[config.mk]
export PLATFORM = sky130hd
export DESIGN_NAME = exu_wb_arb
export DESIGN_NICKNAME = d
export VERILOG_FILES = /design/src/rtl/exu_wb_arb_pkg.sv /design/src/rtl/wb_src_fifo.sv /design/src/rtl/exu_wb_arb.sv
export SDC_FILE = /design/constraint.sdc
export NUM_CORES = 1
export LEC_CHECK = 0
export ABC_AREA = 1
export BUFFER_PORTS_ARGS = -buffer_cell sky130_fd_sc_hd__buf_2
export CAP_MARGIN = 40
export CORE_ASPECT_RATIO = 0.75
export CORE_MARGIN = 2
export CORE_UTILIZATION = 40
export DETAILED_ROUTE_END_ITERATION = 7
export PLACE_DENSITY = 0.7
export SYNTH_ARGS = -nofsm -noshare
export SYNTH_HDL_FRONTEND = slang
export SYNTH_SLANG_ARGS = --single-unit
[constraint.sdc]
create_clock -name clk -period 2.79 [get_ports clk]
set_input_delay 0.1395 -clock clk [delete_from_list [all_inputs] [get_ports clk]]
set_output_delay 0.1395 -clock clk [all_outputs]
set_load 0.01 [all_outputs]
[src/rtl/exu_wb_arb_pkg.sv]
// Shared types for the EXU writeback arbiter: the buffered result entry and the source indices.
package exu_wb_arb_pkg;

   localparam int unsigned WB_XLEN      = 32;
   localparam int unsigned WB_ADDR_W    = 5;
   localparam int unsigned WB_NUM_SRC   = 4;

   localparam int unsigned WB_SRC_ALU   = 0;
   localparam int unsigned WB_SRC_MUL   = 1;
   localparam int unsigned WB_SRC_DIV   = 2;
   localparam int unsigned WB_SRC_LSU   = 3;

   typedef struct packed {
      logic [WB_ADDR_W-1:0] rd_addr;
      logic [WB_XLEN-1:0]   data;
   } wb_entry_t;

endpackage

[src/rtl/wb_src_fifo.sv]
// Per-source result FIFO. Full/empty are registered so producer ready never depends on this
// cycle's pop.
module wb_src_fifo
   import exu_wb_arb_pkg::*;
#(
   parameter int unsigned Depth = 2
) (
   input  logic      clk_i,
   input  logic      rst_i,
   input  logic      push_i,
   input  wb_entry_t wdata_i,
   input  logic      pop_i,
   output wb_entry_t rdata_o,
   output logic      full_o,
   output logic      empty_o
);

   localparam int unsigned PtrW = (Depth > 1) ? $clog2(Depth) : 1;

   wb_entry_t       mem_q [Depth];
   logic [PtrW-1:0] wr_ptr_q, wr_ptr_d;
   logic [PtrW-1:0] rd_ptr_q, rd_ptr_d;
   logic [PtrW:0]   cnt_q, cnt_d;
   logic            full_q, full_d;
   logic            empty_q, empty_d;
   logic            do_push, do_pop;

   always_comb begin
      do_push  = push_i & ~full_q;
      do_pop   = pop_i & ~empty_q;
      wr_ptr_d = wr_ptr_q + PtrW'(do_push);
      rd_ptr_d = rd_ptr_q + PtrW'(do_pop);
      cnt_d    = cnt_q + (PtrW+1)'(do_push) - (PtrW+1)'(do_pop);
      full_d   = (cnt_d == (PtrW+1)'(Depth));
      empty_d  = (cnt_d == '0);
   end

   always_ff @(posedge clk_i) begin
      if (rst_i) begin
         wr_ptr_q <= '0;
         rd_ptr_q <= '0;
         cnt_q    <= '0;
         full_q   <= 1'b0;
         empty_q  <= 1'b1;
      end else begin
         wr_ptr_q <= wr_ptr_d;
         rd_ptr_q <= rd_ptr_d;
         cnt_q    <= cnt_d;
         full_q   <= full_d;
         empty_q  <= empty_d;
      end
   end

   // Storage needs no reset; a slot is only read after it has been written.
   always_ff @(posedge clk_i) begin
      if (do_push) begin
         mem_q[wr_ptr_q] <= wdata_i;
      end
   end

   assign rdata_o = mem_q[rd_ptr_q];
   assign full_o  = full_q;
   assign empty_o = empty_q;

endmodule

[src/rtl/exu_wb_arb.sv]
// EXU writeback arbiter: buffers ALU/MUL/DIV/LSU results and retires one per cycle to IDU1,
// with fixed priority DIV > MUL > LSU > ALU and age-based promotion of starving heads.
module exu_wb_arb
   import exu_wb_arb_pkg::*;
#(
   parameter int unsigned XLEN                = WB_XLEN,
   parameter int unsigned REG_FILE_ADDR_WIDTH = WB_ADDR_W,
   parameter int unsigned WB_FIFO_DEPTH       = 2,
   parameter int unsigned STARVE_LIMIT        = 4
) (
   input  logic                                      clk,
   input  logic                                      rst,
   input  logic [WB_NUM_SRC-1:0]                     src_valid,
   output logic [WB_NUM_SRC-1:0]                     src_ready,
   input  logic [WB_NUM_SRC*REG_FILE_ADDR_WIDTH-1:0] src_rd_addr,
   input  logic [WB_NUM_SRC*XLEN-1:0]                src_data,
   output logic [XLEN-1:0]                           exu_wb_data,
   output logic [REG_FILE_ADDR_WIDTH-1:0]            exu_wb_rd_addr,
   output logic                                      exu_wb_rd_wr_en,
   output logic                                      wb_pending,
   output logic                                      wb_overflow
);

   localparam int unsigned AgeW = $clog2(STARVE_LIMIT + 1);

   wb_entry_t                     push_entry [WB_NUM_SRC];
   wb_entry_t                     head       [WB_NUM_SRC];
   logic      [WB_NUM_SRC-1:0]    full, empty, push;
   logic      [WB_NUM_SRC-1:0]    starved, grant;
   logic                          found;
   wb_entry_t                     win;
   logic      [AgeW-1:0]          age_q [WB_NUM_SRC];
   logic      [AgeW-1:0]          age_d [WB_NUM_SRC];

   logic [XLEN-1:0]                wb_data_q;
   logic [REG_FILE_ADDR_WIDTH-1:0] wb_addr_q;
   logic                           wb_wr_en_q;
   logic                           overflow_q;

   always_comb begin
      for (int unsigned i = 0; i < WB_NUM_SRC; i++) begin
         push_entry[i].rd_addr = src_rd_addr[i*REG_FILE_ADDR_WIDTH +: REG_FILE_ADDR_WIDTH];
         push_entry[i].data    = src_data[i*XLEN +: XLEN];
      end
   end

   assign push = src_valid & ~full;

   for (genvar g = 0; g < WB_NUM_SRC; g++) begin : g_fifo
      wb_src_fifo #(
         .Depth (WB_FIFO_DEPTH)
      ) u_fifo (
         .clk_i   (clk),
         .rst_i   (rst),
         .push_i  (push[g]),
         .wdata_i (push_entry[g]),
         .pop_i   (grant[g]),
         .rdata_o (head[g]),
         .full_o  (full[g]),
         .empty_o (empty[g])
      );
   end

   // Starved heads pre-empt the fixed order; among them the lowest index wins.
   always_comb begin
      starved = '0;
      grant   = '0;
      found   = 1'b0;
      win     = '0;
      for (int unsigned i = 0; i < WB_NUM_SRC; i++) begin
         starved[i] = ~empty[i] & (age_q[i] >= AgeW'(STARVE_LIMIT));
      end
      for (int unsigned i = 0; i < WB_NUM_SRC; i++) begin
         if (starved[i] && !found) begin
            grant[i] = 1'b1;
            found    = 1'b1;
         end
      end
      if (!found) begin
         if (!empty[WB_SRC_DIV]) begin
            grant[WB_SRC_DIV] = 1'b1;
         end else if (!empty[WB_SRC_MUL]) begin
            grant[WB_SRC_MUL] = 1'b1;
         end else if (!empty[WB_SRC_LSU]) begin
            grant[WB_SRC_LSU] = 1'b1;
         end else if (!empty[WB_SRC_ALU]) begin
            grant[WB_SRC_ALU] = 1'b1;
         end
      end
      for (int unsigned i = 0; i < WB_NUM_SRC; i++) begin
         if (grant[i]) begin
            win = head[i];
         end
      end
   end

   always_comb begin
      for (int unsigned i = 0; i < WB_NUM_SRC; i++) begin
         if (empty[i] || grant[i]) begin
            age_d[i] = '0;
         end else if (age_q[i] < AgeW'(STARVE_LIMIT)) begin
            age_d[i] = age_q[i] + AgeW'(1);
         end else begin
            age_d[i] = age_q[i];
         end
      end
   end

   always_ff @(posedge clk) begin
      for (int unsigned i = 0; i < WB_NUM_SRC; i++) begin
         if (rst) begin
            age_q[i] <= '0;
         end else begin
            age_q[i] <= age_d[i];
         end
      end
   end

   // Writes to x0 still consume their slot but never raise the strobe.
   always_ff @(posedge clk) begin
      if (rst) begin
         wb_data_q  <= '0;
         wb_addr_q  <= '0;
         wb_wr_en_q <= 1'b0;
         overflow_q <= 1'b0;
      end else begin
         wb_wr_en_q <= (|grant) & (win.rd_addr != '0);
         if (|grant) begin
            wb_data_q <= win.data;
            wb_addr_q <= win.rd_addr;
         end
         if (|(src_valid & full)) begin
            overflow_q <= 1'b1;
         end
      end
   end

   assign src_ready       = ~full;
   assign wb_pending      = ~&empty;
   assign exu_wb_data     = wb_data_q;
   assign exu_wb_rd_addr  = wb_addr_q;
   assign exu_wb_rd_wr_en = wb_wr_en_q;
   assign wb_overflow     = overflow_q;

endmodule

* Word level (Yosys, flattened, before mapping)
Memory sizes are Yosys's and may differ from the RTL's. A register that Yosys moved wholly into a read port is not among the register bits.
Index checks and enable logic that the tools add are counted.
** Storage, ports and cells
- Bits in writable memories :: 308
- Input bits :: 154
- Output and inout port bits :: 44
- Memories kept :: 5
- Bits in registers :: 63
- Word-level logic and storage cells :: 156
** Cells by class
- Magnitude comparators :: 8
- Equal/unequal tests :: 4
- Bitwise logic cells :: 28
- Muxes and demuxes :: 48
- Add/sub/neg operators :: 20
- Reductions and logical operators :: 19
** Memories
- g_fifo[0].u_fifo.mem_q :: words 2, width 37, read ports 1, clocked after memory_dff 1, wr ports 1, RTL line wb_src_fifo.sv:20 : wb_entry_t mem_q [Depth];
- g_fifo[1].u_fifo.mem_q :: words 2, width 37, read ports 1, clocked after memory_dff 1, wr ports 1, RTL line wb_src_fifo.sv:20
- g_fifo[2].u_fifo.mem_q :: words 2, width 37, read ports 1, clocked after memory_dff 1, wr ports 1, RTL line wb_src_fifo.sv:20
- g_fifo[3].u_fifo.mem_q :: words 2, width 37, read ports 1, clocked after memory_dff 1, wr ports 1, RTL line wb_src_fifo.sv:20
- age_q :: words 4, width 3, read ports 4, clocked after memory_dff 0, wr ports 4, RTL line exu_wb_arb.sv:32 : logic [AgeW-1:0] age_q [WB_NUM_SRC];
** Operators with widths (number)
- two-way mux 37 bit :: 4
- two-way mux 3 bit :: 12
- two-way mux 1 bit :: 30
- bitwise AND 1 bit :: 13
- adder 3 x 1 -> 3 bit (second input constant) :: 4
- greater-or-equal comparator 3 bit (second input constant) :: 4
- less-than comparator 3 bit (second input constant) :: 4
- adder 1 bit :: 8
- adder 2 x 1 -> 2 bit :: 4
- bitwise AND 4 bit :: 2
- equality test 2 bit (second input constant) :: 4
- logical NOT 2 bit :: 4
- inverter 1 bit :: 8
- OR reduction 4 bit :: 2
- subtractor 2 x 1 -> 2 bit :: 4
- nonzero test 5 bit :: 1
- logical NOT 1 bit :: 4
- logical OR 1 bit :: 4
- two-way mux 4 bit :: 1
- inverter 4 bit :: 1
- OR 1 bit :: 4
- AND reduction 4 bit :: 1
- logical AND 1 bit :: 3
- two-way mux 2 bit :: 1

* Depth between registers and ports, before layout
Gate-level depths: netlist of the first run.
- Word-level depth :: 22
- Depth in mapped cells :: 16
- Gate-level depth less buffers :: 15

* Modules after synthesis
From an unflattened synthesis of the first run, not the netlist that was laid out.
** Second synthesis, totals
- Cells, all modules :: 1379
- Area total of the unflattened synthesis :: 14772.9 µm²
** By module, submodules not included
- wb_src_fifo :: times used 4, area each 3006.6 µm², seq. area each 2342.2 µm², cells each 238
- exu_wb_arb :: times used 1, area each 2746.4 µm², seq. area each 1021.0 µm², cells each 427

* Least setup slack after synthesis of the first run
No wires, ideal clock.
- Path kind :: register to register
- From :: register g_fifo[2].u_fifo.empty_q
- To :: register g_fifo[1].u_fifo.empty_q
- Required time :: 2675 ps
- Cell stages (with the launch flop) :: 16
- Setup slack :: 773 ps
- Path buffers :: 1
- Clock period less this slack :: 2017 ps
- Library setup time :: 115 ps
- Arrival :: 1902 ps
- Cell sequence :: dfxtp_1 inv_2 nand2_2 nand3_4 nor2_4 nand2_2 nand2_4 inv_2 buf_6 ha_1 inv_1 ha_1 xnor2_1 nand2_1 inv_1 nor2_1
** On the way
- Cells in the longest elaborated chain, start to end :: 11
- Elaborated cells on any way between the ends :: 12
- Those cells by class :: add/sub: 1; mux: 4; bitwise: 3; reduce/logical: 4
** RTL lines
- from (decl) :: RTL line wb_src_fifo.sv:25 : logic empty_q, empty_d;
- from (signal assigned) :: RTL line wb_src_fifo.sv:50 : empty_q <= empty_d;
- inverter 1 bit :: RTL line exu_wb_arb.sv:71 : starved[i] = ~empty[i] & (age_q[i] >= AgeW'(STARVE_LIMIT));
- bitwise AND 1 bit :: RTL line exu_wb_arb.sv:71
- logical AND 1 bit :: RTL line exu_wb_arb.sv:74 : if (starved[i] && !found) begin
- two-way mux 1 bit :: RTL line exu_wb_arb.sv:74
- logical NOT 1 bit :: RTL line exu_wb_arb.sv:74
- logical AND 1 bit :: RTL line exu_wb_arb.sv:74
- two-way mux 1 bit :: RTL line exu_wb_arb.sv:74
- two-way mux 4 bit (*) :: RTL line exu_wb_arb.sv:79 : if (!found) begin
- bitwise AND 1 bit (*) :: RTL line wb_src_fifo.sv:30 : do_pop = pop_i & ~empty_q;
- subtractor 2 x 1 -> 2 bit (*) :: RTL line wb_src_fifo.sv:33 : cnt_d = cnt_q + (PtrW+1)'(do_push) - (PtrW+1)'(do_pop);
- logical NOT 2 bit (*) :: RTL line wb_src_fifo.sv:35 : empty_d = (cnt_d == '0);
- to (signal assigned) :: RTL line wb_src_fifo.sv:50
- to (decl) :: RTL line wb_src_fifo.sv:25
Mark *: on every way between the ends. The rest lies on a longest branch, timed or not.
A chain may end at the register's enable or synchronous reset.

* Worst setup path after layout of the first run
- From :: register g_fifo[0].u_fifo.empty_q
- To :: register g_fifo[1].u_fifo.empty_q
** On the way
- Cells in the longest elaborated chain, start to end :: 16
- Elaborated cells on any way between the ends :: 19
- Those cells by class :: add/sub: 1; mux: 8; bitwise: 3; reduce/logical: 7
** RTL lines (RTL line)
- from (decl) :: wb_src_fifo.sv:25
- from (signal assigned) :: wb_src_fifo.sv:50
- inverter 1 bit (*) :: exu_wb_arb.sv:71
- bitwise AND 1 bit (*) :: exu_wb_arb.sv:71
- two-way mux 1 bit (*) :: exu_wb_arb.sv:74
- logical NOT 1 bit :: exu_wb_arb.sv:74
- logical AND 1 bit :: exu_wb_arb.sv:74
- two-way mux 1 bit :: exu_wb_arb.sv:74
- logical NOT 1 bit :: exu_wb_arb.sv:74
- logical AND 1 bit :: exu_wb_arb.sv:74
- two-way mux 1 bit :: exu_wb_arb.sv:74
- logical NOT 1 bit :: exu_wb_arb.sv:74
- logical AND 1 bit :: exu_wb_arb.sv:74
- two-way mux 1 bit :: exu_wb_arb.sv:74
- two-way mux 4 bit (*) :: exu_wb_arb.sv:79
- bitwise AND 1 bit (*) :: wb_src_fifo.sv:30
- subtractor 2 x 1 -> 2 bit (*) :: wb_src_fifo.sv:33
- logical NOT 2 bit (*) :: wb_src_fifo.sv:35
Marked as above.

==> results.txt, run 1 <==
* Floorplan core area: 0.0359 mm^2
- Grt peak-use layer: met2
- Share of synthesized area occupied by flip-flops and latches: 0.713
- Setup violations remaining at the end of the flow were counted as 0.
- The top cell types in the final layout, fill and taps aside, are sky130_fd_sc_hd__nand2_1 (297), sky130_fd_sc_hd__edfxtp_1 (296), sky130_fd_sc_hd__buf_2 (197).
- The netlist uses 33 different library cells.
- The worst path in the final design needs a cycle of 2270 ps, including I/O delays and setup.
* Gp weighted congestion: 0.828
- Antenna Violating Nets Remaining: 0
* Hold WS: 75.0 ps
- VDD sags by at most 0.000475 V.
- PostCTS Resize Cnt: 0
- STA puts the critical path data required time at 3200 ps.
- Category of the critical setup timing path: register to register
- Boundary pin count: 198
- For this run, global-route usage on met3 was measured as 0.0426.
- Number of filler instances in the final layout: 3053
* Number of buffers created by CTS: 36
- Total half-perimeter wirelength after legalization and detailed placement: 26600 um
* Starting utilization of the core area: 0.406
- Setup repair after global routing missed its margin: no
* Iteration-0 DRC Markers: 1027
* Buffer levels on the longest clock path: 3
* GRT overflow: 0
* Global-route track usage on met2: 0.326
* Area Growth Syn to Fin: 28.8%
- Nets@finish: 1746
- Entering global routing, the biggest net connects 46 pins.
* Design Power: 17.6 mW
- Number of slew-limit violations in the final report: 0
- Type of destination of the critical path: register
- Synthesis produced a netlist whose cell count is 1221.
- Arrival @ worst endpoint: 2670 ps
* Antenna violations before repair: 5
- Clock tree from TritonCTS: done
- Of the available clock period, the critical path in the final layout requires 0.812.
- For this run, global-route usage on met1 was measured as 0.293.
- Worst relative slew slack: 0.460
- Power density relative to cell area: 936 mW/mm^2
- Count of input and output buffers: 197
- Die width: 224 um
- After detailed routing, the average wire length per cell comes to 19.2 um.
- Hold crit path type: input port to register
* Static Leakage: 7.44 nW
- Clock-pin slew was measured on the worst setup and hold paths at 60 ps.
- Vias after detailed routing: 10335
- Highest clock rate: 441 MHz
* #FFs+latches synth: 371
- Global-route usage over all layers: 0.206
- Number of DRC violations after detailed routing: 0
- The die is 169 um tall.
* Final hold violations: 0
* Synthesized netlist net count: 1395
- The Yosys step of the flow raised 0 warnings.
* Vias in the first global route: 10023
- The average instance in the mapped netlist occupies 11.9 um^2.
* Maximum fanout count along the critical path: 27
* Least-Margin Pin Slew: 809 ps
- Clock tree synthesis found a total of 371 sinks.
- The run finished with clean final reports.
- The floorplan has 60 rows.
* Area of the mapped netlist: 0.0146 mm^2
* Ratio of cells with drive above 1 in the final layout: 0.213
- Maximum capacitance violations: 0
- Clock insertion delay at the later pin of the skew report: 520 ps
* Most common library cell in the layout ignoring fill and taps: sky130_fd_sc_hd__nand2_1
- After layout, the worst setup slack is 524 ps.
- Final setup skew: 11.7 ps
- Die area: 0.0380 mm^2
- Number of optimization iterations in the first detailed-route pass: 5
- Setup total negative slack on the finished layout was measured at 0 ps.
* Wire length of the first global-routing pass: 58800 um
- Routed vias/inst: 5.00
* Number of H-tree levels: 2
* Pre-CTS setup slack: 511 ps
- The root buffer cell chosen for the clock tree is sky130_fd_sc_hd__clkbuf_16.
- Drt total wl: 39800 um
- The worst setup path is launched from a register.
==> metal layers <==
metal | wire length [um] | vias to the layer above | part of all wire
met2 | 18000 | 442 | 0.45
met1 | 17500 | 4923 | 0.44
met4 | 817 | 2 | 0.021
met5 | 13 | - | 0.00033
met3 | 3570 | 57 | 0.090
li1 | - | 4911 | -
==> what timing repair did <==
| action | 4_1_cts | 5_1_grt |
|---|---|---|
| hold buffers | 148 | 0 |
| hold endpoints to repair | 296 | 0 |
| buffers inserted | 0 | 0 |
==> worst max-delay path, cell delays in order, from the launching register on <==
cell                      delay [ps]
sky130_fd_sc_hd__dfxtp_1         340
sky130_fd_sc_hd__inv_2            70
sky130_fd_sc_hd__nand2_4         290
sky130_fd_sc_hd__nand3_4         140
sky130_fd_sc_hd__nor2_4          130
sky130_fd_sc_hd__nand2_2         120
sky130_fd_sc_hd__nand2_4          80
sky130_fd_sc_hd__inv_2            90
sky130_fd_sc_hd__ha_1            280
sky130_fd_sc_hd__inv_1            40
sky130_fd_sc_hd__ha_1            190
sky130_fd_sc_hd__xnor2_1         150
sky130_fd_sc_hd__nand2_1          80
sky130_fd_sc_hd__inv_1            90
sky130_fd_sc_hd__nor2_1           40
==> flip-flops by register name, summed over array words and instances (netlist names) <==
name	cells
g_fifo.u_fifo.full_o	4
g_fifo.u_fifo.empty_o	4
exu_wb_rd_addr	5
age_q	12
g_fifo.u_fifo.cnt_q	8
g_fifo.u_fifo.rd_ptr_q	4
exu_wb_data	32
exu_wb_rd_wr_en	1
g_fifo.u_fifo.mem_q	296
g_fifo.u_fifo.wr_ptr_q	4
wb_overflow	1
==> worst paths after layout <==
path	from	endpoint	slack, ps	cells past startpoint
max	g_fifo[0].u_fifo.empty_o$_SDFF_PP1_	g_fifo[1].u_fifo.empty_o$_SDFF_PP1_	520	14
min	src_valid[3]	wb_overflow$_SDFFE_PP0P_	70	4
max reg2reg	g_fifo[0].u_fifo.empty_o$_SDFF_PP1_	g_fifo[1].u_fifo.empty_o$_SDFF_PP1_	520	14
min reg2reg	exu_wb_rd_addr[2]$_SDFFE_PP0P_	exu_wb_rd_addr[2]$_SDFFE_PP0P_	460	2
==> final cells by class <==
cell class	instances	area [um^2]	share of cell area
Timing Repair Buffer	370	2720	0.145
Clock inverter	19	135	0.00720
Clock buffer	45	1010	0.0536
Sequential cell	371	10400	0.554
Inverter	93	352	0.0187
Tap cell	465	582	0.0310
Multi-Input combinational cell	700	3580	0.191
Antenna cell	5	12.5	0.000666
==> cells by family (layout without fill, tap and decap cells) <==
group	Yosys count	in the layout	share of synthesized area
AND/OR/NAND/NOR	444	444	0.128
multiplexers	15	15	0.0116
buffers and inverters	150	527	0.0431
other	0	5	0
adder cells (fa/ha/maj)	20	20	0.0172
flip-flops	371	371	0.713
XOR/XNOR	12	12	0.00721
AO/OA/AOI/OAI	209	209	0.0805
==> cells in the mapped netlist, drive strengths merged <==
cell	n	share of area
a21oi	136	0.048
buf	21	0.0097
clkbuf	36	0.0093
dfxtp	75	0.10
edfxtp	296	0.61
ha	20	0.017
inv	93	0.024
mux2	15	0.012
nand2	305	0.081
nand3	17	0.0067
nand4	4	0.0017
nor2	83	0.022
nor3	35	0.016
o21ai	48	0.016
o22ai	2	0.00086
o31a	1	0.00060
o31ai	22	0.014
xnor2	8	0.0048
xor2	4	0.0024
==> power breakdown <==
part	internal (mW)	switching, mW
Combinational	1.76	3.53
Clock	2.73	2.02
Sequential	7.11	0.414
==> through the flow <==
step / instance area [um^2] / std cells / util
floorplan: 14600 / 1221 / -
global placement: 16100 / 1851 / 0.450
detailed placement: 16100 / 1851 / 0.450
CTS: 18800 / 2063 / 0.523
global route: 18800 / 2066 / 0.523
finish: 18800 / 2068 / 0.523
Power figures use the tool's default switching activity.
==> run 2: changes to the inputs <==
--- a/config.mk
+++ b/config.mk
@@ -5,14 +5,14 @@
 export SDC_FILE = /design/constraint.sdc
 export NUM_CORES = 1
 export LEC_CHECK = 0
-export ABC_AREA = 1
+export ABC_AREA = 0
 export BUFFER_PORTS_ARGS = -buffer_cell sky130_fd_sc_hd__buf_2
 export CAP_MARGIN = 40
 export CORE_ASPECT_RATIO = 0.75
 export CORE_MARGIN = 2
 export CORE_UTILIZATION = 40
 export DETAILED_ROUTE_END_ITERATION = 7
-export PLACE_DENSITY = 0.7
+export PLACE_DENSITY = 0.72
 export SYNTH_ARGS = -nofsm -noshare
 export SYNTH_HDL_FRONTEND = slang
 export SYNTH_SLANG_ARGS = --single-unit
==> constraint.sdc (replaced) <==
create_clock -name clk -period 2 [get_ports clk]
set_input_delay 0.1 -clock clk [delete_from_list [all_inputs] [get_ports clk]]
set_output_delay 0.1 -clock clk [all_outputs]
set_load 0.01 [all_outputs]
==> run 2 against run 1 <==
Compared with the run above:
- the run now ends with setup timing left
- clock-buffer cell count grew 13
- core utilization rose by 2.7 points
- flip-flop and latch count is the same
- non-clock buffer count is 33 higher
- area after synthesis shrank 4.0%
- critical endpoint unchanged
==> results.txt, run 2 <==
- The first TritonRoute pass finished after 8 iterations.
- The worst setup path is launched from a register.
* Power density relative to cell area: 1360 mW/mm^2
* Starting utilization of the core area: 0.405
- Count of input and output buffers: 197
- Wires add up to 36900 um.
* Number of buffers created by CTS: 38
* Area of the mapped netlist: 0.0140 mm^2
- Arrival @ worst endpoint: 2510 ps
* Largest delay share family, worst path: simple AND/OR/NAND/NOR gates
* Type of destination of the critical path: register
- Setup slack of the worst register-to-register path: -110 ps
* Boundary pin count: 198
- Most used standard cell by instance count after synthesis: sky130_fd_sc_hd__edfxtp_1
* Violations in the final reports: setup timing
- Once detail routing completed, the nets flagged for antenna violations numbered 0.
- Final hold violations: 0
- In this run the worst path has a maximum fanout of 3.
* GRT overflow: 0
- Yosys top cell area share: 0.635
- The first routing iteration left 768 violations.
- The path class of the tightest hold or removal check is input port to register.
- By count the netlist is led by sky130_fd_sc_hd__edfxtp_1 (296), sky130_fd_sc_hd__mux2i_1 (76), sky130_fd_sc_hd__dfxtp_1 (75), sky130_fd_sc_hd__mux2_2 (74), sky130_fd_sc_hd__a21oi_1 (43).
* Total half-perimeter wirelength after legalization and detailed placement: 23500 um
* Gp weighted congestion: 0.860
* TritonCTS sink count: 371
* Clock tree from TritonCTS: done
- Clock insertion delay at the later pin of the skew report: 530 ps
- Counting along the longest clock path gives a buffer depth of 3.
* Number of slew-limit violations in the final report: 0
- Critical path cell sequence: nor2b_4, or4_4, clkinv_4, ha_4, inv_4, ha_4, xor2_4, xnor2_2, nor2_1, nor2_1
- After floorplanning, the core was sized to cover 0.0345 mm^2.
- Top cells by area, synth: sky130_fd_sc_hd__edfxtp_1 (64%), sky130_fd_sc_hd__dfxtp_1 (11%), sky130_fd_sc_hd__mux2_2 (6.0%), sky130_fd_sc_hd__mux2i_1 (5.4%), sky130_fd_sc_hd__a222oi_1 (2.4%)
* Highest-count cells in the layout ignoring fill and taps: sky130_fd_sc_hd__edfxtp_1 (296), sky130_fd_sc_hd__buf_2 (197), sky130_fd_sc_hd__dlygate4sd3_1 (154)
- Placed Area: 0.0160 mm^2
* Number of H-tree levels: 2
- For this run, the register share of the synthesized area comes to 0.743.
- After layout, the worst setup slack is -106 ps.
- Final min period: 2110 ps
- In this design, the stage delay of the slowest critical-path cell is 580 ps.
- Number of DRC violations after detailed routing: 0
- Register with the most flip-flops: g_fifo.u_fifo.mem_q
- Synthesized area per cell: 17.0 um^2
* Final routed wire length divided by cell count: 21.6 um
- Counting flops with an async set or reset pin after synthesis yields a share of 0.
* Cell type with the highest aggregate area in the netlist: sky130_fd_sc_hd__edfxtp_1
- The number of global-route vias before repair was 8942.
- Worst relative slew slack: 0.664
* Pre-CTS setup slack: -150 ps
- Maximum capacitance violations: 0
- Vias after detailed routing: 8801
- Wire length of the first global-routing pass: 54500 um
- CTS placed an instance of sky130_fd_sc_hd__clkbuf_16 at the clock tree root.
- Nets@finish: 1395
- Most common library cell in the layout ignoring fill and taps: sky130_fd_sc_hd__edfxtp_1
* Static Leakage: 6.94 nW
* Highest clock rate: 475 MHz
* Slowest library cell on the worst path: sky130_fd_sc_hd__or4_4
- The die covers 0.0365 mm^2.
- Setup violations remaining at the end of the flow were counted as 5.
- Least-Margin Pin Slew: 498 ps
- Clock slew seen by the registers of the worst setup and hold paths: 60 ps
- Global-route usage over all layers: 0.202
- Data required, critical path: 2410 ps
- Across the VDD grid, the largest voltage drop is 0.000754 V.
- Ratio of cells with drive above 1 in the final layout: 0.344
- Final cell area excluding filler cells: 0.0190 mm^2
* #FFs+latches synth: 371
- Final cycle utilization of the critical path: 1.05
- Die width: 220 um
* Setup repair after global routing missed its margin: yes
- Max reg flops: 296
- The clock arrives with 8.98 ps of skew.
- The die is 166 um tall.
- Status: finished, violations left
* Synth warnings: 0
* Routed vias/inst: 5.15
* Post-Synthesis Cells: 824
- The most used flip-flop cell after synthesis is sky130_fd_sc_hd__edfxtp_1.
- Antenna violations before repair: 2
* Synthesized netlist net count: 998
- Total buffers and inverters traversed by the critical path: 2
- Compared with the post-synthesis result, the final layout area differs by 35.9%.
- After floorplanning, the core was divided into 59 placement rows.
- Category of the critical setup timing path: register to register
- The synthesized design contains 296 enable-type register cells.
- Yosys mapped the design onto 41 distinct sky130hd cell types.
- Entering global routing, the biggest net connects 40 pins.
==> run 2: cell types whose count changed after synthesis, sizes merged, moves of 45 or more <==
| cell | previous run | this run |
|---|---|---|
| a21oi | 136 | 43 |
| inv | 93 | 20 |
| mux2 | 15 | 74 |
| mux2i | 0 | 76 |
| nand2 | 305 | 3 |
| nor2 | 83 | 38 |
==> run 2: tightest hold or removal path, cell delays in order <==
cell,delay (ps)
sky130_fd_sc_hd__buf_2,180
sky130_fd_sc_hd__buf_12,190
sky130_fd_sc_hd__nor2_1,100
==> run 2: kinds of logic after synthesis <==
group                    after synthesis  synth area share
adder cells (fa/ha/maj)               20            0.0179
multiplexers                         150             0.114
XOR/XNOR                              16            0.0100
AND/OR/NAND/NOR                       71            0.0246
flip-flops                           371             0.743
AO/OA/AOI/OAI                        130            0.0717
buffers and inverters                 66            0.0191
==> run 2: metal layers <==
layer	wire (um)	track usage
met4	980	0.0645
met1	16800	0.293
met3	2340	0.0321
met5	0	0
met2	16800	0.311
==> run 2: timing repair <==
action                                  CTS  global route
gates resized for setup                   9            21
endpoints found under the setup margin   14            36
hold buffers                            154             0
endpoints found under the hold margin   302             0
setup buffers                             4             0
pin swaps                                 9            10
==> run 2: where the power goes <==
part | internal (mW) | total (mW) | switching (mW)
Sequential | 10.1 | 10.7 | 0.621
Combinational | 3.58 | 8.08 | 4.50
Clock | 4.16 | 7.02 | 2.86
==> run 2: area by class of cell <==
cell class | instances | area [um^2]
Tap cell | 457 | 572
Sequential cell | 371 | 10400
Clock buffer | 58 | 1160
Antenna cell | 3 | 7.51
Inverter | 20 | 85.1
Timing Repair Buffer | 403 | 3120
Clock inverter | 11 | 91.3
Multi-Input combinational cell | 387 | 3560
Fill cell | 2711 | 15500
==> run 2: worst paths after layout <==
path | cells after the start | start | to
worst max-delay path | 10 | age_q[0][2]$_SDFFE_PP0N_ | g_fifo[1].u_fifo.empty_o$_SDFF_PP1_
worst min-delay path | 3 | rst | g_fifo[0].u_fifo.rd_ptr_q$_SDFF_PP0_
worst max register to register | 10 | age_q[0][2]$_SDFFE_PP0N_ | g_fifo[1].u_fifo.empty_o$_SDFF_PP1_
worst min register to register | 2 | exu_wb_rd_addr[3]$_SDFFE_PP0P_ | exu_wb_rd_addr[3]$_SDFFE_PP0P_
==> run 2: per-stage QoR <==
| step | utilization | TNS, ps | std cells | hold WS, ps | total power [mW] |
|---|---|---|---|---|---|
| floorplan | - | -732 | 824 | 183 | 15.2 |
| global placement | 0.464 | -287 | 1480 | 287 | 18.1 |
| detailed placement | 0.464 | -536 | 1480 | 291 | 18.3 |
| CTS | 0.547 | -265 | 1707 | 53.6 | 25.8 |
| global route | 0.550 | -637 | 1709 | 76.4 | 27.0 |
| finish | 0.550 | -183 | 1710 | 93.5 | 25.8 |
==> run 3: changes to the inputs <==
--- a/config.mk
+++ b/config.mk
@@ -12,7 +12,8 @@
 export CORE_MARGIN = 2
 export CORE_UTILIZATION = 40
 export DETAILED_ROUTE_END_ITERATION = 7
-export PLACE_DENSITY = 0.72
+export PLACE_DENSITY = 0.7
 export SYNTH_ARGS = -nofsm -noshare
 export SYNTH_HDL_FRONTEND = slang
+export SYNTH_HIERARCHICAL = 1
 export SYNTH_SLANG_ARGS = --single-unit
==> constraint.sdc (replaced) <==
create_clock -name clk -period 2.5 [get_ports clk]
set_input_delay 0.125 -clock clk [delete_from_list [all_inputs] [get_ports clk]]
set_output_delay 0.125 -clock clk [all_outputs]
set_load 0.01 [all_outputs]
==> run 3 against run 2 <==
Compared with the run above:
- the run now ends clean
- synthesized cell count grew 12%
- critical path depth stayed put
- critical endpoint is now g_fifo[2].u_fifo/full_o$_SDFF_PP0_
- fmax fell by 8.8%
==> results.txt, run 3 <==
- Status: completed
* Maximum fanout count along the critical path: 6
- Arrival @ worst endpoint: 2740 ps
* Switching power: 6.99 mW
- Height of the die: 171 um
- Cell type with the highest aggregate area in the netlist: sky130_fd_sc_hd__edfxtp_1
* VDD IR max: 0.000703 V
- Maximum capacitance violations: 0
* Synthesized netlist net count: 1085
* Final hold violations: 0
- Setup repair after global routing missed its margin: no
- 198 I/O pins were placed.
* Worst R2R Start: age_q[3][2]$_SDFFE_PP0N_
- Entering global routing, the biggest net connects 39 pins.
- Die area: 0.0389 mm^2
- The share of total power dissipated in combinational logic is 0.329.
- GRT overflow: 0
- The initial utilization of the core area, before any placement, comes to 0.405.
* Max reg flops: 296
* Hold WS: 39.7 ps
- The critical path in this run is classified as register to register.
- For the pin with the worst max-slew slack, the measured transition is 710 ps.
- The share of total power dissipated in the clock network is 0.248.
- Number of filler instances in the final layout: 3051
- P_int: 14.6 mW
* Final routed wire length divided by cell count: 21.4 um
- Counting flops per register, the top entry is g_fifo.u_fifo/mem_q.
- After floorplanning, the core was sized to cover 0.0369 mm^2.
* Routed vias/inst: 5.13
* Largest delay share family, worst path: simple AND/OR/NAND/NOR gates
* Power density relative to cell area: 1110 mW/mm^2
- The most critical setup path has its startpoint at age_q[3][2]$_SDFFE_PP0N_.
- At the placement stage, the worst setup path has a slack of 170 ps.
- Vias in the first global route: 9520
- The number of max-slew violations in the final report came to 0.
- Least setup slack across all paths after layout: 189 ps
- Setup violations remaining at the end of the flow were counted as 0.
- The clock tree synthesis step divided the H-tree into 2 levels.
- Hold path start: src_valid[0]
- Highest clock rate: 433 MHz
- Overall power consumption after layout is estimated at 21.6 mW.
- Die width: 227 um
- Gp weighted congestion: 0.901
- Slowest library cell on the worst path: sky130_fd_sc_hd__dfxtp_2
- Clock slew seen by the registers of the worst setup and hold paths: 60 ps
- Synth warnings: 6
- The final layout contains 1468 nets.
* Area used by multi-input combinational logic: 0.00423 mm^2
- In this run the clock root is driven by a sky130_fd_sc_hd__clkbuf_16.
- Once detail routing completed, the nets flagged for antenna violations numbered 0.
- For this run, the detailed router's first-pass iteration total came to 5.
* Final setup skew: 14.6 ps
- Top cells by area, synth: sky130_fd_sc_hd__edfxtp_1 (59%), sky130_fd_sc_hd__dfxtp_1 (10%), sky130_fd_sc_hd__mux2_4 (8.0%), sky130_fd_sc_hd__mux2_2 (5.1%), sky130_fd_sc_hd__a21oi_1 (1.5%)
* Synthesized area per cell: 16.3 um^2
- Final core utilization: 0.525
* Global-route usage over all layers: 0.199
* Data required, critical path: 2930 ps
- The number of antenna violations at the first check in global routing came to 1.
- Vias after detailed routing: 9409
- Most used flip-flop cell after synthesis: sky130_fd_sc_hd__edfxtp_1
- Async set-reset flop share out of synthesis: 0
* Most used standard cell by instance count after synthesis: sky130_fd_sc_hd__edfxtp_1
- By count the netlist is led by sky130_fd_sc_hd__edfxtp_1 (296), sky130_fd_sc_hd__mux2_4 (80), sky130_fd_sc_hd__dfxtp_1 (75), sky130_fd_sc_hd__mux2_2 (68), sky130_fd_sc_hd__nand2_1 (52).
- Ratio of cells with drive above 1 in the final layout: 0.363
- Highest-count cells in the layout ignoring fill and taps: sky130_fd_sc_hd__edfxtp_1 (296), sky130_fd_sc_hd__buf_2 (197), sky130_fd_sc_hd__dlygate4sd3_1 (149)
- In the final timing run, aggregate negative setup slack is 0 ps.
- In the final layout, flip-flops and latches occupy 0.0104 mm^2.
* Final min period: 2310 ps
* Post-CTS Setup Bufs: 0
- The first global-routing pass estimated 57200 um of wire.
* Clock insertion delay at the later pin of the skew report: 530 ps
- Number of rows created at floorplan: 61
- Of the total power, the share spent switching nets is 0.323.
- For this block, the routed nets add up to 39200 um of wire.
* Sequential cell fraction of total power: 0.423
- The number of buffers and inverters on the critical path is 1.
- For this design, the sink count on the clock tree is 371.
* Iteration-0 DRC Markers: 801
* Top cell by count, worst path: sky130_fd_sc_hd__or2_1
- Diode insertion count for antenna repair: 0
- Type of destination of the critical path: register
- Dividing the final minimum period by the clock period gives 0.924.
- The analysis attributes to cell leakage a power of 7.23 nW.
* Hold crit path type: input port to register
- Area of the mapped netlist: 0.0149 mm^2
- Relative to the synthesized area, the layout overhead comes to 29.8%.
- Port buffering added 197 buffers.
- Worst path max stage delay: 360 ps
* Number of buffers created by CTS: 37
- Yosys top cell area share: 0.595
* #FFs+latches synth: 371
- Of the synthesized area, sequential elements account for 0.695.
- The netlist uses 50 different library cells.
- The clock passes through at most 3 buffers.
* Total half-perimeter wirelength after legalization and detailed placement: 26500 um
- The synthesized design contains 296 enable-type register cells.
* Kind of launch point of the worst setup path: register
- Most common library cell in the layout ignoring fill and taps: sky130_fd_sc_hd__edfxtp_1
- Measured against its own limit, the worst slew margin works out to 0.527.
- Counting every instance in the synthesized netlist gives 919.
- The signal on the critical path passes through nor3b_2, or2_1, or2_1, inv_4, and2b_2, xnor2_1, ha_1, xor2_1, a21oi_1, nor4_2.
- TritonCTS built the clock tree.
* Number of DRC violations after detailed routing: 0
run 3: changes by cell type after synthesis, sizes merged, moves of 13 or more:
cell and change:
a32oi +24, clkbuf -13, mux2 +74, nand2 +49, buf +15, o22a -31
a222oi -32, mux2i -72, o221ai +21
run 3: kinds of logic (layout without fill, tap and decap cells):
group                      count (synthesis)  in the layout  synth area share
buffers and inverters                     67            478            0.0264
adders and majority gates                 12             12            0.0100
xor gates and xnor gates                  20             20            0.0117
DFF                                      371            371             0.695
and+or+nand+nor                          150            151            0.0520
AOI/OAI and AO/OA                        147            147            0.0706
muxes                                    152            152             0.134
run 3: worst paths after layout:
kind,endpoint,slack [ps],cells after the start
max,g_fifo[2].u_fifo/full_o$_SDFF_PP0_,190,10
min,wb_overflow$_SDFFE_PP0P_,40,3
max reg2reg,g_fifo[2].u_fifo/full_o$_SDFF_PP0_,190,10
min reg2reg,exu_wb_data[2]$_SDFFE_PP0P_,450,2
run 3: power groups by stage:
stage | sequential (mW) | clock (mW) | combinational [mW]
5_1_grt | 9.27 | 5.72 | 7.64
6_report | 9.14 | 5.36 | 7.11
3_5_place_dp | 9.26 | 0 | 6.88
3_3_place_gp | 9.19 | 0 | 6.75
2_1_floorplan | 9.22 | 0 | 4.26
4_1_cts | 9.14 | 5.46 | 7.10
run 3: stage by stage:
stage	cell area (um^2)	std cells
after global routing	19400	1835
after global placement	16700	1617
after detailed placement	16700	1617
final	19400	1835
after CTS	19400	1834
after floorplan	15000	919
run 3: layer usage:
metal | part of all wire | track usage | vias to the layer above
met4 | 0.028 | 0.0642 | 2
met3 | 0.083 | 0.0495 | 73
met2 | 0.45 | 0.307 | 391
met5 | 0.00033 | 0 | -
li1 | - | - | 4320
met1 | 0.44 | 0.276 | 4623
run 3: area by class of cell:
class	instances	area share
Inverter	19	0.00380
Timing Repair Buffer	391	0.150
Clock inverter	18	0.00735
Sequential cell	371	0.536
Clock buffer	50	0.0524
Multi-Input combinational cell	482	0.218
Tap cell	504	0.0325
run 3: timing repair:
action,in CTS,in global routing
resized for setup,0,5
endpoints found under the setup margin,0,3
hold endpoints to repair,297,0
hold buffers,149,0
run 3: tightest hold or removal path: cells and delay by family:
kind / cells / cell delay [ps]
AOI/OAI and AO/OA: 2 / 290
buffers and inverters: 1 / 100
